--- src/rtl/verinject_pkg.sv ---
// Shared definitions for the fault-injection sequencer: idle output value,
// sequencer state encoding and the canonical 32-bit-cycle request record.
package verinject_pkg;

  // Matches no real bit index, so every injector stays quiet.
  localparam logic [31:0] IDLE_STATE  = 32'hFFFF_FFFF;
  localparam int unsigned REQ_CYCLE_W = 32;

  typedef enum logic [1:0] {
    SEQ_IDLE  = 2'd0,
    SEQ_ARMED = 2'd1,
    SEQ_FIRE  = 2'd2
  } seq_state_e;

  typedef struct packed {
    logic [REQ_CYCLE_W-1:0] cycle;
    logic [31:0]            bit_idx;
  } inj_req_t;

  function automatic logic [31:0] sat_inc32(input logic [31:0] value);
    return (value == 32'hFFFF_FFFF) ? value : value + 32'd1;
  endfunction

endpackage

--- src/rtl/verinject_injection_sequencer_if.sv ---
// Request handshake between a campaign driver (master) and the sequencer (slave).
interface verinject_injection_sequencer_if #(
  parameter int unsigned CYCLE_W = 32
) ();

  logic               req_valid;
  logic               req_ready;
  logic [CYCLE_W-1:0] req_cycle;
  logic [31:0]        req_bit;

  modport master (
    output req_valid,
    output req_cycle,
    output req_bit,
    input  req_ready
  );

  modport slave (
    input  req_valid,
    input  req_cycle,
    input  req_bit,
    output req_ready
  );

endinterface

--- src/rtl/verinject_seq_fifo.sv ---
// Small synchronous FIFO with a combinational head read; push when full and
// pop when empty are ignored.
module verinject_seq_fifo #(
  parameter  int unsigned DEPTH = 4,
  parameter  int unsigned WIDTH = 64,
  localparam int unsigned AW    = $clog2(DEPTH)
) (
  input  logic             clock,
  input  logic             reset,
  input  logic             push,
  input  logic             pop,
  input  logic [WIDTH-1:0] wdata,
  output logic [WIDTH-1:0] rdata,
  output logic             full,
  output logic             empty,
  output logic [AW:0]      count
);

  logic [WIDTH-1:0] mem_q [DEPTH];
  logic [AW:0]      wr_ptr_q, wr_ptr_d;
  logic [AW:0]      rd_ptr_q, rd_ptr_d;
  logic             do_push;
  logic             do_pop;

  // Pointers carry one extra wrap bit so full and empty stay distinguishable.
  assign count   = wr_ptr_q - rd_ptr_q;
  assign empty   = (count == '0);
  assign full    = (count == (AW+1)'(DEPTH));
  assign do_push = push && !full;
  assign do_pop  = pop && !empty;
  assign rdata   = mem_q[rd_ptr_q[AW-1:0]];

  always_comb begin
    // NOTE: every always_comb output gets a default first so no latch is inferred.
    wr_ptr_d = wr_ptr_q;
    rd_ptr_d = rd_ptr_q;
    if (do_push) wr_ptr_d = wr_ptr_q + (AW+1)'(1);
    if (do_pop)  rd_ptr_d = rd_ptr_q + (AW+1)'(1);
  end

  always_ff @(posedge clock) begin
    // NOTE: sequential state uses non-blocking assignments only, so all flops update together.
    if (reset) begin
      wr_ptr_q <= '0;
      rd_ptr_q <= '0;
    end else begin
      wr_ptr_q <= wr_ptr_d;
      rd_ptr_q <= rd_ptr_d;
    end
  end

  // NOTE: storage is deliberately not reset; the pointers alone define which entries are valid.
  always_ff @(posedge clock) begin
    if (do_push) mem_q[wr_ptr_q[AW-1:0]] <= wdata;
  end

endmodule

--- src/rtl/verinject_injection_sequencer.sv ---
// Timed fault-injection sequencer: buffers {cycle, bit} requests and pulses the
// bit index for one cycle when the campaign counter reaches it. Optional
// fired-injection counter is enabled by defining VERINJECT_SEQ_STATS_EN.
module verinject_injection_sequencer
  import verinject_pkg::*;
#(
  parameter int unsigned FIFO_DEPTH = 4,
  parameter int unsigned CYCLE_W    = 32
) (
  input  logic                           clock,
  input  logic                           reset,
  input  logic                           enable,
  verinject_injection_sequencer_if.slave req_if,
  output logic [31:0]                    verinject__injector_state,
  output logic [CYCLE_W-1:0]             cycle_count,
  output logic                           busy,
  output logic                           missed
`ifdef VERINJECT_SEQ_STATS_EN
  ,
  output logic [31:0]                    injections_done
`endif
);

  localparam logic [1:0] ST_IDLE  = SEQ_IDLE;
  localparam logic [1:0] ST_ARMED = SEQ_ARMED;
  localparam logic [1:0] ST_FIRE  = SEQ_FIRE;
  localparam int unsigned CNT_W   = $clog2(FIFO_DEPTH) + 1;

  typedef struct packed {
    logic [CYCLE_W-1:0] cycle;
    logic [31:0]        bit_idx;
  } req_t;

  localparam int unsigned ENTRY_W = $bits(req_t);

  logic [1:0]         state_q, state_d;
  logic [CYCLE_W-1:0] cycle_q, cycle_d;
  logic [31:0]        inj_q, inj_d;
  logic               missed_q, missed_d;

  req_t               push_entry;
  req_t               head;
  logic               fifo_full;
  logic               fifo_empty;
  logic [CNT_W-1:0]   fifo_count;
  logic [CNT_W-1:0]   occ_next;
  logic               push;
  logic               pop;
  logic               fire;

  assign push_entry     = '{cycle: req_if.req_cycle, bit_idx: req_if.req_bit};
  assign push           = req_if.req_valid && !fifo_full;
  assign req_if.req_ready = !fifo_full;

  verinject_seq_fifo #(
    .DEPTH (FIFO_DEPTH),
    .WIDTH (ENTRY_W)
  ) u_fifo (
    .clock (clock),
    .reset (reset),
    .push  (push),
    .pop   (pop),
    .wdata (push_entry),
    .rdata (head),
    .full  (fifo_full),
    .empty (fifo_empty),
    .count (fifo_count)
  );

  // Only the head is examined: equal cycle fires, a passed cycle is dropped.
  always_comb begin
    pop      = 1'b0;
    fire     = 1'b0;
    inj_d    = IDLE_STATE;
    missed_d = missed_q;
    cycle_d  = enable ? cycle_q + CYCLE_W'(1) : cycle_q;
    if (enable && !fifo_empty) begin
      if (head.cycle == cycle_q) begin
        pop   = 1'b1;
        fire  = 1'b1;
        inj_d = head.bit_idx;
      end else if (head.cycle < cycle_q) begin
        pop      = 1'b1;
        missed_d = 1'b1;
      end
    end
  end

  always_comb begin
    occ_next = fifo_count + CNT_W'(push) - CNT_W'(pop);
    if (fire)                 state_d = ST_FIRE;
    else if (occ_next != '0)  state_d = ST_ARMED;
    else                      state_d = ST_IDLE;
  end

  always_ff @(posedge clock) begin
    if (reset) begin
      state_q  <= ST_IDLE;
      cycle_q  <= '0;
      inj_q    <= IDLE_STATE;
      missed_q <= 1'b0;
    end else begin
      state_q  <= state_d;
      cycle_q  <= cycle_d;
      inj_q    <= inj_d;
      missed_q <= missed_d;
    end
  end

  assign verinject__injector_state = inj_q;
  assign cycle_count               = cycle_q;
  assign missed                    = missed_q;
  assign busy                      = (state_q != ST_IDLE) || !fifo_empty;

`ifdef VERINJECT_SEQ_STATS_EN
  logic [31:0] done_q, done_d;

  always_comb begin
    done_d = fire ? sat_inc32(done_q) : done_q;
  end

  always_ff @(posedge clock) begin
    if (reset) done_q <= '0;
    else       done_q <= done_d;
  end

  assign injections_done = done_q;
`else
  // Pulse entry is tracked only when the statistics counter is built in.
  logic unused_fire;
  assign unused_fire = fire;
`endif

endmodule

--- src/flat_wrapper.sv ---
// flat-port wrapper written by rule: the top's interface ports become plain ports
module verinject_injection_sequencer_flat import verinject_pkg::*;
#(
  parameter int unsigned FIFO_DEPTH = 4,
  parameter int unsigned CYCLE_W    = 32
)
  (clock, reset, enable, verinject__injector_state, cycle_count, busy, missed, req_if_req_valid, req_if_req_cycle, req_if_req_bit, req_if_req_ready);
  verinject_injection_sequencer_if #(.CYCLE_W(CYCLE_W)) req_if_i ();
  input  logic clock;
  input  logic reset;
  input  logic enable;
  output logic [31:0] verinject__injector_state;
  output logic [CYCLE_W-1:0] cycle_count;
  output logic busy;
  output logic missed;
  input wire logic [$bits(req_if_i.req_valid)-1:0] req_if_req_valid;
  input wire logic [$bits(req_if_i.req_cycle)-1:0] req_if_req_cycle;
  input wire logic [$bits(req_if_i.req_bit)-1:0] req_if_req_bit;
  output wire logic [$bits(req_if_i.req_ready)-1:0] req_if_req_ready;
  assign req_if_i.req_valid = req_if_req_valid;
  assign req_if_i.req_cycle = req_if_req_cycle;
  assign req_if_i.req_bit = req_if_req_bit;
  assign req_if_req_ready = req_if_i.req_ready;
  verinject_injection_sequencer #(.FIFO_DEPTH(FIFO_DEPTH), .CYCLE_W(CYCLE_W)) u_core (.clock(clock), .reset(reset), .enable(enable), .req_if(req_if_i), .verinject__injector_state(verinject__injector_state), .cycle_count(cycle_count), .busy(busy), .missed(missed));
endmodule
--- config.mk ---
export PLATFORM = sky130hd
export DESIGN_NAME = verinject_injection_sequencer_flat
export DESIGN_NICKNAME = d
export VERILOG_FILES = /design/src/rtl/verinject_pkg.sv /design/src/rtl/verinject_injection_sequencer_if.sv /design/src/rtl/verinject_seq_fifo.sv /design/src/rtl/verinject_injection_sequencer.sv /design/src/flat_wrapper.sv
export SDC_FILE = /design/constraint.sdc
export NUM_CORES = 1
export LEC_CHECK = 0
export ABC_CLOCK_PERIOD_IN_PS = 4400
export BUFFER_PORTS_ARGS = -buffer_cell sky130_fd_sc_hd__buf_2
export CAP_MARGIN = 0
export CORE_ASPECT_RATIO = 1.1
export CORE_MARGIN = 8
export CORE_UTILIZATION = 51
export DETAILED_ROUTE_END_ITERATION = 8
export PLACE_DENSITY = 0.76
export SLEW_MARGIN = 20
export SYNTH_ARGS = -nofsm -noshare
export SYNTH_HDL_FRONTEND = slang
export SYNTH_SLANG_ARGS = --single-unit
--- constraint.sdc ---
create_clock -name clock -period 4.4 [get_ports clock]
set_input_delay 0.22 -clock clock [delete_from_list [all_inputs] [get_ports clock]]
set_output_delay 0.22 -clock clock [all_outputs]
set_load 0.02 [all_outputs]
==> results_dict.tcl, run 1 <==
set metrics [dict create \
    r2r_slack_ps 180 \
    vias_per_cell 5.34 \
    dieArea_mm2 0.0308 \
    placed_area_mm2 0.0141 \
    portBuffers 134 \
    final_hold_viol_count 0 \
    clockRootBuffer "clkbuf_16" \
    fillers 1757 \
    crit_required_ps 4810 \
    cpPeakStageDelay_ps 500 \
    place_congestion 0.759 \
    hp-class "in -> reg" \
    drtAntennaViolNets 0 \
    final_area_mm2 0.0160 \
    cellPowerDensity_mw_per_mm2 545 \
    grt_max_degree 66 \
    core_area_mm2 0.0251 \
    die_y_um 183 \
    synth_nets 851 \
    tightest_slew_ps 1060 \
    status "complete, no violations" \
    grt_pass1_wl_mm 40.5 \
    via_count 7013 \
    pin_count 135 \
    finalCritPeriodShare 0.959 \
    hpwl_mm 15.7 \
    drc 0 \
    cp_slowest_cell "mux4_2" \
    yosys_warnings 0 \
    finalWorstPathRequiredPeriod_ps 4220 \
    cts_tree "yes" \
    ys.flop_type "edfxtp_1" \
    syn_avg_cell_area_um2 17.5 \
    rows 61 \
    place_ws_ps 158 \
    grt_pass1_vias 7417 \
    instances_no_fill 1313 \
    cp_max_fo 7 \
    max_freq_mhz 237 \
    fin_nets 1082 \
    placed_cells 1174 \
    overflow 0 \
    worstSetupPathType "reg -> reg" \
    finClkSkew_ps 14.0 \
    dr.pass1.iters 4 \
    yosysTopAreaCellShare 0.593 \
    worst_setup_path_start_kind "flip-flop" \
    synth.area.top_cells "edfxtp_1, dfxtp_1, mux4_2, ha_1, xnor2_1" \
    synth_top_area_cell "edfxtp_1" \
    initial_core_util 0.516 \
    cts.path.max_buffers 3 \
    maxCapViolations 0 \
    cts_buffers 34 \
    setup_viol 0 \
    ys_types 56 \
    drtIter0Drc 398 \
    arrival_ps 4630 \
    track_usage 0.168 \
    synth_edf_count 256 \
    fp.dieW_um 168 \
    final_cell_mix "edfxtp_1, buf_2, dfxtp_1, mux4_2, dlygate4sd3_1" \
    layout_setup_ws_ps 180 \
    crit_end "u_core.state_q[0]" \
    syn_to_final_growth_pct 23.5 \
    synth_cells 740 \
    antenna_found_initial 2 \
    finalSetupTns_ps 0 \
    synth-seq-cells 331 \
    leakagePower_nw 5.58 \
    htreeDepth 2 \
    drive_above_1_share 0.297 \
    ir_drop_mv 0.352 \
    synth_area_mm2 0.0130 \
    seq_area_frac_synth 0.709 \
    power_w 0.00873 \
    maxSlewViolCount 0 \
    layout_commonest_cell "edfxtp_1" \
    cts.clk_slew.worst_paths_ps 60 \
    wire_per_inst_um 19.7 \
    reg2regPathDepth 18 \
    async_flop_share 0 \
    relSlewSlack 0.291 \
    r2r_end "u_core.state_q[0]" \
    routed_wl_mm 25.9 \
    clk_latency_ps 510 \
    crit_chain "buf_4, clkbuf_16, mux4_2, ha_1, nand4_1, nor3_4, nand2b_4, a31oi_1, o32a_4, inv_1, ha_1, inv_1, ha_1, inv_1, fa_1, xor2_1, xnor2_1, a311oi_1" \
    end_kind "flip-flop" \
    clock_sinks 331 \
]
-- worst min path at each step --
stage	to	depth (start not counted)	slack (ps)	start
6_report	u_core.cycle_count[1]	3	150	enable
5_1_grt	u_core.cycle_count[0]	3	160	enable
4_1_cts	u_core.cycle_count[1]	3	130	enable
3_5_place_dp	u_core.u_fifo.mem_q[1][63]	1	440	req_if_req_cycle[31]
3_3_place_gp	u_core.u_fifo.mem_q[2][9]	1	430	req_if_req_bit[9]
2_1_floorplan	u_core.u_fifo.mem_q[0][0]	0	320	req_if_req_bit[0]
-- metal layers --
metal  wire length (um)  GRT usage  vias up
met3               1380     0.0372       40
met5                 10          0        -
met2              13300      0.298      177
met4                489     0.0465        2
met1              10800      0.205     3504
li1                   -          -     3290
-- sequential cells by signal, summed over array words and instances (netlist names), named ones only --
name	cells
u_core.cycle_count	32
u_core.missed	1
u_core.state_q	2
u_core.u_fifo.mem_q	256
u_core.u_fifo.rd_ptr_q	3
u_core.u_fifo.wr_ptr_q	3
u_core.verinject__injector_state	32
-- where the power goes --
group	total (W)	switching, W	internal, W
Clock	0.00292	0.00116	0.00176
Combinational	0.00187	0.000936	0.000937
Sequential	0.00394	0.000112	0.00383
-- cell type report --
type / count / area (um2) / share of cell area
antenna: 1 / 2.50 / 0.000156
multi-input combinational: 341 / 3560 / 0.222
inverter: 44 / 165 / 0.0103
clock inverter: 14 / 196 / 0.0123
clock buffer: 48 / 953 / 0.0595
tap: 315 / 394 / 0.0246
timing repair buffer: 219 / 1540 / 0.0964
sequential: 331 / 9200 / 0.574
-- critical path, delay by kind of cell, from the launching register on --
family | cells | cell delay, ps
compound gates | 3 | 660
xor+xnor | 2 | 300
fa+ha+maj | 4 | 1080
buf+inv | 5 | 440
flops | 1 | 410
mux | 1 | 500
simple gates | 3 | 710
-- stage by stage --
step / util / hold WS [ps]
2_1_floorplan: - / 319
3_3_place_gp: 0.560 / 433
3_5_place_dp: 0.560 / 437
4_1_cts: 0.631 / 128
5_1_grt: 0.638 / 160
6_report: 0.638 / 154
-- cells in the mapped netlist, drive strengths merged, types with 14 or more instances --
| library cell | count |
|---|---|
| a21oi | 14 |
| nand3 | 14 |
| dfxtp | 75 |
| xnor2 | 33 |
| ha | 41 |
| edfxtp | 256 |
| mux4 | 64 |
| inv | 44 |
| nand2 | 19 |
| nor2 | 43 |
| nand2b | 33 |
-- cell families (layout without fill, tap and decap cells) --
family,Yosys count,in the layout,synth area share
other cells,0,1,0
fa+ha+maj,43,43,0.0427
simple gates,160,160,0.0683
mux,68,68,0.114
buf+inv,68,325,0.0212
xor+xnor,35,35,0.0248
compound gates,35,35,0.0198
flops,331,331,0.709
-- repair_timing --
action                                  4_1_cts  5_1_grt
hold buffers                                 64        0
endpoints found under the setup margin        0        1
endpoints found under the hold margin       256        0
buffers inserted                              0       11
resized for setup                             0        7
Note: power is estimated with default switching activity, not from simulation.
==> inputs of run 2 (changes only) <==
--- a/config.mk
+++ b/config.mk
@@ -13,6 +13,7 @@
 export CORE_UTILIZATION = 51
 export DETAILED_ROUTE_END_ITERATION = 8
 export PLACE_DENSITY = 0.76
+export SETUP_SLACK_MARGIN = 0.2
 export SLEW_MARGIN = 20
 export SYNTH_ARGS = -nofsm -noshare
 export SYNTH_HDL_FRONTEND = slang
==> results_dict.tcl, run 2 (synthesis gave the netlist of run 1 again) <==
set metrics [dict create \
    leakagePower_nw 5.63 \
    rsz0062_at_grt "true" \
    clk_latency_ps 500 \
    finClkSkew_ps 9.42 \
    cts_buffers 34 \
    clock_sinks 331 \
    finalCritPeriodShare 0.958 \
    routed_wl_mm 26.5 \
    cellPowerDensity_mw_per_mm2 552 \
    multi_input_area_mm2 0.00368 \
    wire_per_inst_um 20.0 \
    final_cell_mix "edfxtp_1, buf_2, dfxtp_1, mux4_2, dlygate4sd3_1" \
    hpwl_mm 15.9 \
    hp-class "in -> reg" \
    place_congestion 0.767 \
    tightest_slew_ps 1040 \
    via_count 7183 \
    track_usage 0.171 \
    grt_max_degree 65 \
    finalSetupTns_ps 0 \
    power_w 0.00899 \
    arrival_ps 4610 \
    rows 61 \
    crit_required_ps 4800 \
    grt_pass1_wl_mm 41.4 \
    instances_no_fill 1323 \
    grt_pass1_vias 7689 \
    hold-path-cell-count 3 \
    ir_drop_mv 0.457 \
    vias_per_cell 5.43 \
    drc 0 \
    cp_max_fo 5 \
    worstSetupPathType "reg -> reg" \
    r2r_slack_ps 190 \
    portBuffers 134 \
    largest_register_ffs 256 \
    cts_tree "yes" \
    max_freq_mhz 237 \
    dr.pass1.iters 5 \
    placed_cells 1177 \
    end_kind "flip-flop" \
    drtAntennaViolNets 0 \
    status "complete, no violations" \
    die_y_um 183 \
    layout_commonest_cell "edfxtp_1" \
    fillers 1703 \
    maxCapViolations 0 \
    clockRootBuffer "clkbuf_16" \
    fin_nets 1092 \
    relSlewSlack 0.304 \
    fp.dieW_um 168 \
    worst_setup_path_start_kind "flip-flop" \
    final_hold_viol_count 0 \
    initial_core_util 0.516 \
    syn_to_final_growth_pct 25.6 \
    dieArea_mm2 0.0308 \
    setup_viol 0 \
    drtIter0Drc 415 \
    holdCritStartpoint "enable" \
    cts.path.max_buffers 3 \
    drive_above_1_share 0.319 \
    hold_end "u_core.cycle_count[0]" \
    pin_count 135 \
    reg2regPathDepth 18 \
    antenna_found_initial 2 \
    overflow 0 \
    cts.clk_slew.worst_paths_ps 60 \
    htreeDepth 2 \
    maxSlewViolCount 0 \
    seqCellArea_mm2 0.00920 \
    core_area_mm2 0.0251 \
    r2r_end "u_core.state_q[0]" \
    finalWorstPathRequiredPeriod_ps 4210 \
]
[run 2: final cells by class]
| cell class | count | area share |
|---|---|---|
| clock buffer | 45 | 0.0600 |
| sequential | 331 | 0.565 |
| inverter | 44 | 0.0101 |
| clock inverter | 16 | 0.0130 |
| tap | 315 | 0.0242 |
| multi-input combinational | 341 | 0.226 |
| antenna | 2 | 0.000307 |
| timing repair buffer | 229 | 0.101 |
[run 2: routing by layer]
| metal | GRT usage | vias to the layer above | wire length [um] |
|---|---|---|---|
| met4 | 0.0454 | 0 | 579 |
| met3 | 0.0387 | 48 | 1500 |
| met1 | 0.208 | 3611 | 11000 |
| met5 | 0 | - | 0 |
| li1 | - | 3325 | - |
| met2 | 0.304 | 199 | 13500 |
[run 2: worst max path at each step]
| stage | from | end | depth (start not counted) | slack (ps) |
|---|---|---|---|---|
| final | flip-flop | u_core.state_q[0] | 18 | 190 |
| after global routing | flip-flop | u_core.state_q[0] | 18 | 70 |
| after CTS | flip-flop | u_core.state_q[0] | 15 | 210 |
| after detailed placement | flip-flop | u_core.state_q[0] | 15 | 170 |
| after global placement | flip-flop | u_core.state_q[0] | 15 | 270 |
| after floorplan | flip-flop | u_core.state_q[0] | 17 | 220 |
[run 2: report_power, final]
group / total (W) / switching, W / leakage, nW / internal, W
Combinational: 0.00204 / 0.00101 / 2.10 / 0.00103
Clock: 0.00301 / 0.00115 / 0.579 / 0.00186
Sequential: 0.00394 / 0.000111 / 2.95 / 0.00383
[run 2: through the flow]
stage	worst slack [ps]	area, um2	utilization	hold WS (ps)
2_1_floorplan	216	13000	-	319
3_3_place_gp	270	14100	0.561	433
3_5_place_dp	167	14100	0.561	438
4_1_cts	211	16000	0.636	129
5_1_grt	68.9	16300	0.648	154
6_report	187	16300	0.648	147
[run 2: repair_timing]
action,in CTS,in global routing
pin swaps,4,14
setup buffers,6,12
cloned,0,1
hold endpoints to repair,256,0
hold buffers,64,0
setup endpoints to repair,1,1
gates resized for setup,2,21
[run 2: critical path, stage by stage (launching register included)]
cell	delay (ps)
dfxtp_4	380
buf_12	120
buf_4	120
mux4_2	530
ha_1	360
nand4_4	140
inv_1	50
a222oi_1	490
a31oi_1	190
o32a_4	260
inv_2	80
ha_4	200
inv_2	60
ha_4	120
inv_2	30
fa_2	360
xor2_2	170
xnor2_2	160
a311oi_2	300
==> inputs of run 3 (changes only) <==
--- a/config.mk
+++ b/config.mk
@@ -12,7 +12,7 @@
 export CORE_MARGIN = 8
 export CORE_UTILIZATION = 51
 export DETAILED_ROUTE_END_ITERATION = 8
-export PLACE_DENSITY = 0.76
+export PLACE_DENSITY = 0.73
 export SETUP_SLACK_MARGIN = 0.2
 export SLEW_MARGIN = 20
 export SYNTH_ARGS = -nofsm -noshare
==> results_dict.tcl, run 3 (synthesis gave the netlist of run 1 again) <==
set metrics [dict create \
    cellPowerDensity_mw_per_mm2 540 \
    leakagePower_nw 5.65 \
    maxSlewViolCount 0 \
    layout_commonest_cell "edfxtp_1" \
    dieArea_mm2 0.0308 \
    cts.path.max_buffers 3 \
    clock_sinks 331 \
    tightest_slew_ps 1050 \
    instances_no_fill 1332 \
    cts_tree "yes" \
    die_y_um 183 \
    clk_latency_ps 510 \
    grt_pass1_wl_mm 40.7 \
    hpwl_mm 15.8 \
    drtIter0Drc 435 \
    worstSetupPathType "reg -> reg" \
    dr.pass1.iters 5 \
    pin_count 135 \
    max_freq_mhz 237 \
    drc 0 \
    clockRootBuffer "clkbuf_16" \
    finalWorstPathRequiredPeriod_ps 4210 \
    crit_required_ps 4790 \
    overflow 0 \
    routed_wl_mm 26.5 \
    cts_buffers 35 \
    drtAntennaViolNets 0 \
    hp-class "in -> reg" \
    syn_to_final_growth_pct 25.4 \
    portBuffers 134 \
    antenna_found_initial 2 \
    multi_input_area_mm2 0.00368 \
    final_hold_viol_count 0 \
    finalSetupTns_ps 0 \
    final_cell_mix "edfxtp_1, buf_2, dfxtp_1, mux4_2, dlygate4sd3_1" \
    fillers 1731 \
    finClkSkew_ps 21.5 \
    drive_above_1_share 0.317 \
    vias_per_cell 5.31 \
    power_w 0.00878 \
    placed_cells 1175 \
    ir_drop_mv 0.367 \
    arrival_ps 4610 \
    worst_setup_path_start_kind "flip-flop" \
    rows 61 \
    rsz0062_at_grt "true" \
    fp.dieW_um 168 \
    core_area_mm2 0.0251 \
    wire_per_inst_um 19.9 \
    grt_max_degree 66 \
    grt_pass1_vias 7514 \
    fin_nets 1100 \
    place_congestion 0.785 \
    htreeDepth 2 \
    setup_viol 0 \
    status "complete, no violations" \
    maxCapViolations 0 \
    finalCritPeriodShare 0.958 \
    cts.clk_slew.worst_paths_ps 60 \
    track_usage 0.169 \
    via_count 7072 \
    end_kind "flip-flop" \
    seqCellArea_mm2 0.00920 \
    initial_core_util 0.516 \
    largest_register_ffs 256 \
    relSlewSlack 0.301 \
    cp_max_fo 6 \
]
==> run 3: per-layer routing <==
metal	up-vias	track usage	part of all wire
met5	-	0	0.00049
met4	2	0.0486	0.020
met3	43	0.0393	0.053
met2	188	0.285	0.49
met1	3505	0.215	0.44
li1	3334	-	-
==> run 3: worst paths after layout <==
| check | slack (ps) | start | cells after the start | end |
|---|---|---|---|---|
| max | 190 | flip-flop | 17 | u_core.state_q[0] |
| min | 120 | enable | 3 | u_core.cycle_count[0] |
| max reg2reg | 190 | flip-flop | 17 | u_core.state_q[0] |
| min reg2reg | 510 | u_core.cycle_count[8] | 2 | u_core.cycle_count[8] |
==> run 3: repair_timing <==
item | 4_1_cts | 5_1_grt
buffers inserted | 4 | 22
endpoints found under the setup margin | 1 | 1
gates cloned | 0 | 2
pin swaps | 0 | 15
resized for setup | 0 | 23
hold buffers | 64 | 0
hold endpoints to repair | 256 | 0
==> run 3: cell type report <==
class | count | share of cell area
Sequential cell | 331 | 0.566
Multi-Input combinational cell | 341 | 0.226
Timing Repair Buffer | 236 | 0.106
Clock buffer | 58 | 0.0642
Tap cell | 315 | 0.0242
Inverter | 44 | 0.0102
Clock inverter | 6 | 0.00292
Antenna cell | 1 | 0.000154
==> run 3: where the power goes <==
| part | switching (W) | total (W) | leakage (nW) | internal [W] |
|---|---|---|---|---|
| sequential | 0.000108 | 0.00393 | 2.95 | 0.00382 |
| combinational | 0.000998 | 0.00208 | 2.17 | 0.00108 |
| clock | 0.00115 | 0.00277 | 0.531 | 0.00163 |
==> run 3: metrics by stage <==
step / area [um2] / hold slack [ps] / utilization / setup WS, ps
floorplan: 13000 / 319 / - / 216
global placement: 14100 / 433 / 0.560 / 296
detailed placement: 14100 / 438 / 0.560 / 239
CTS: 15900 / 105 / 0.631 / 220
global route: 16300 / 134 / 0.647 / 77.7
finish: 16300 / 122 / 0.647 / 186
==> run 3: worst max-delay path, cell delays in order, from the launching register on <==
cell	delay [ps]
dfxtp_4	420
buf_12	140
buf_12	100
buf_12	90
mux4_2	520
ha_4	290
nand4_1	140
or4_4	600
o32a_4	380
inv_2	70
ha_4	190
inv_2	60
ha_4	120
inv_2	30
fa_2	360
xor2_2	160
xnor2_1	140
a311oi_1	270
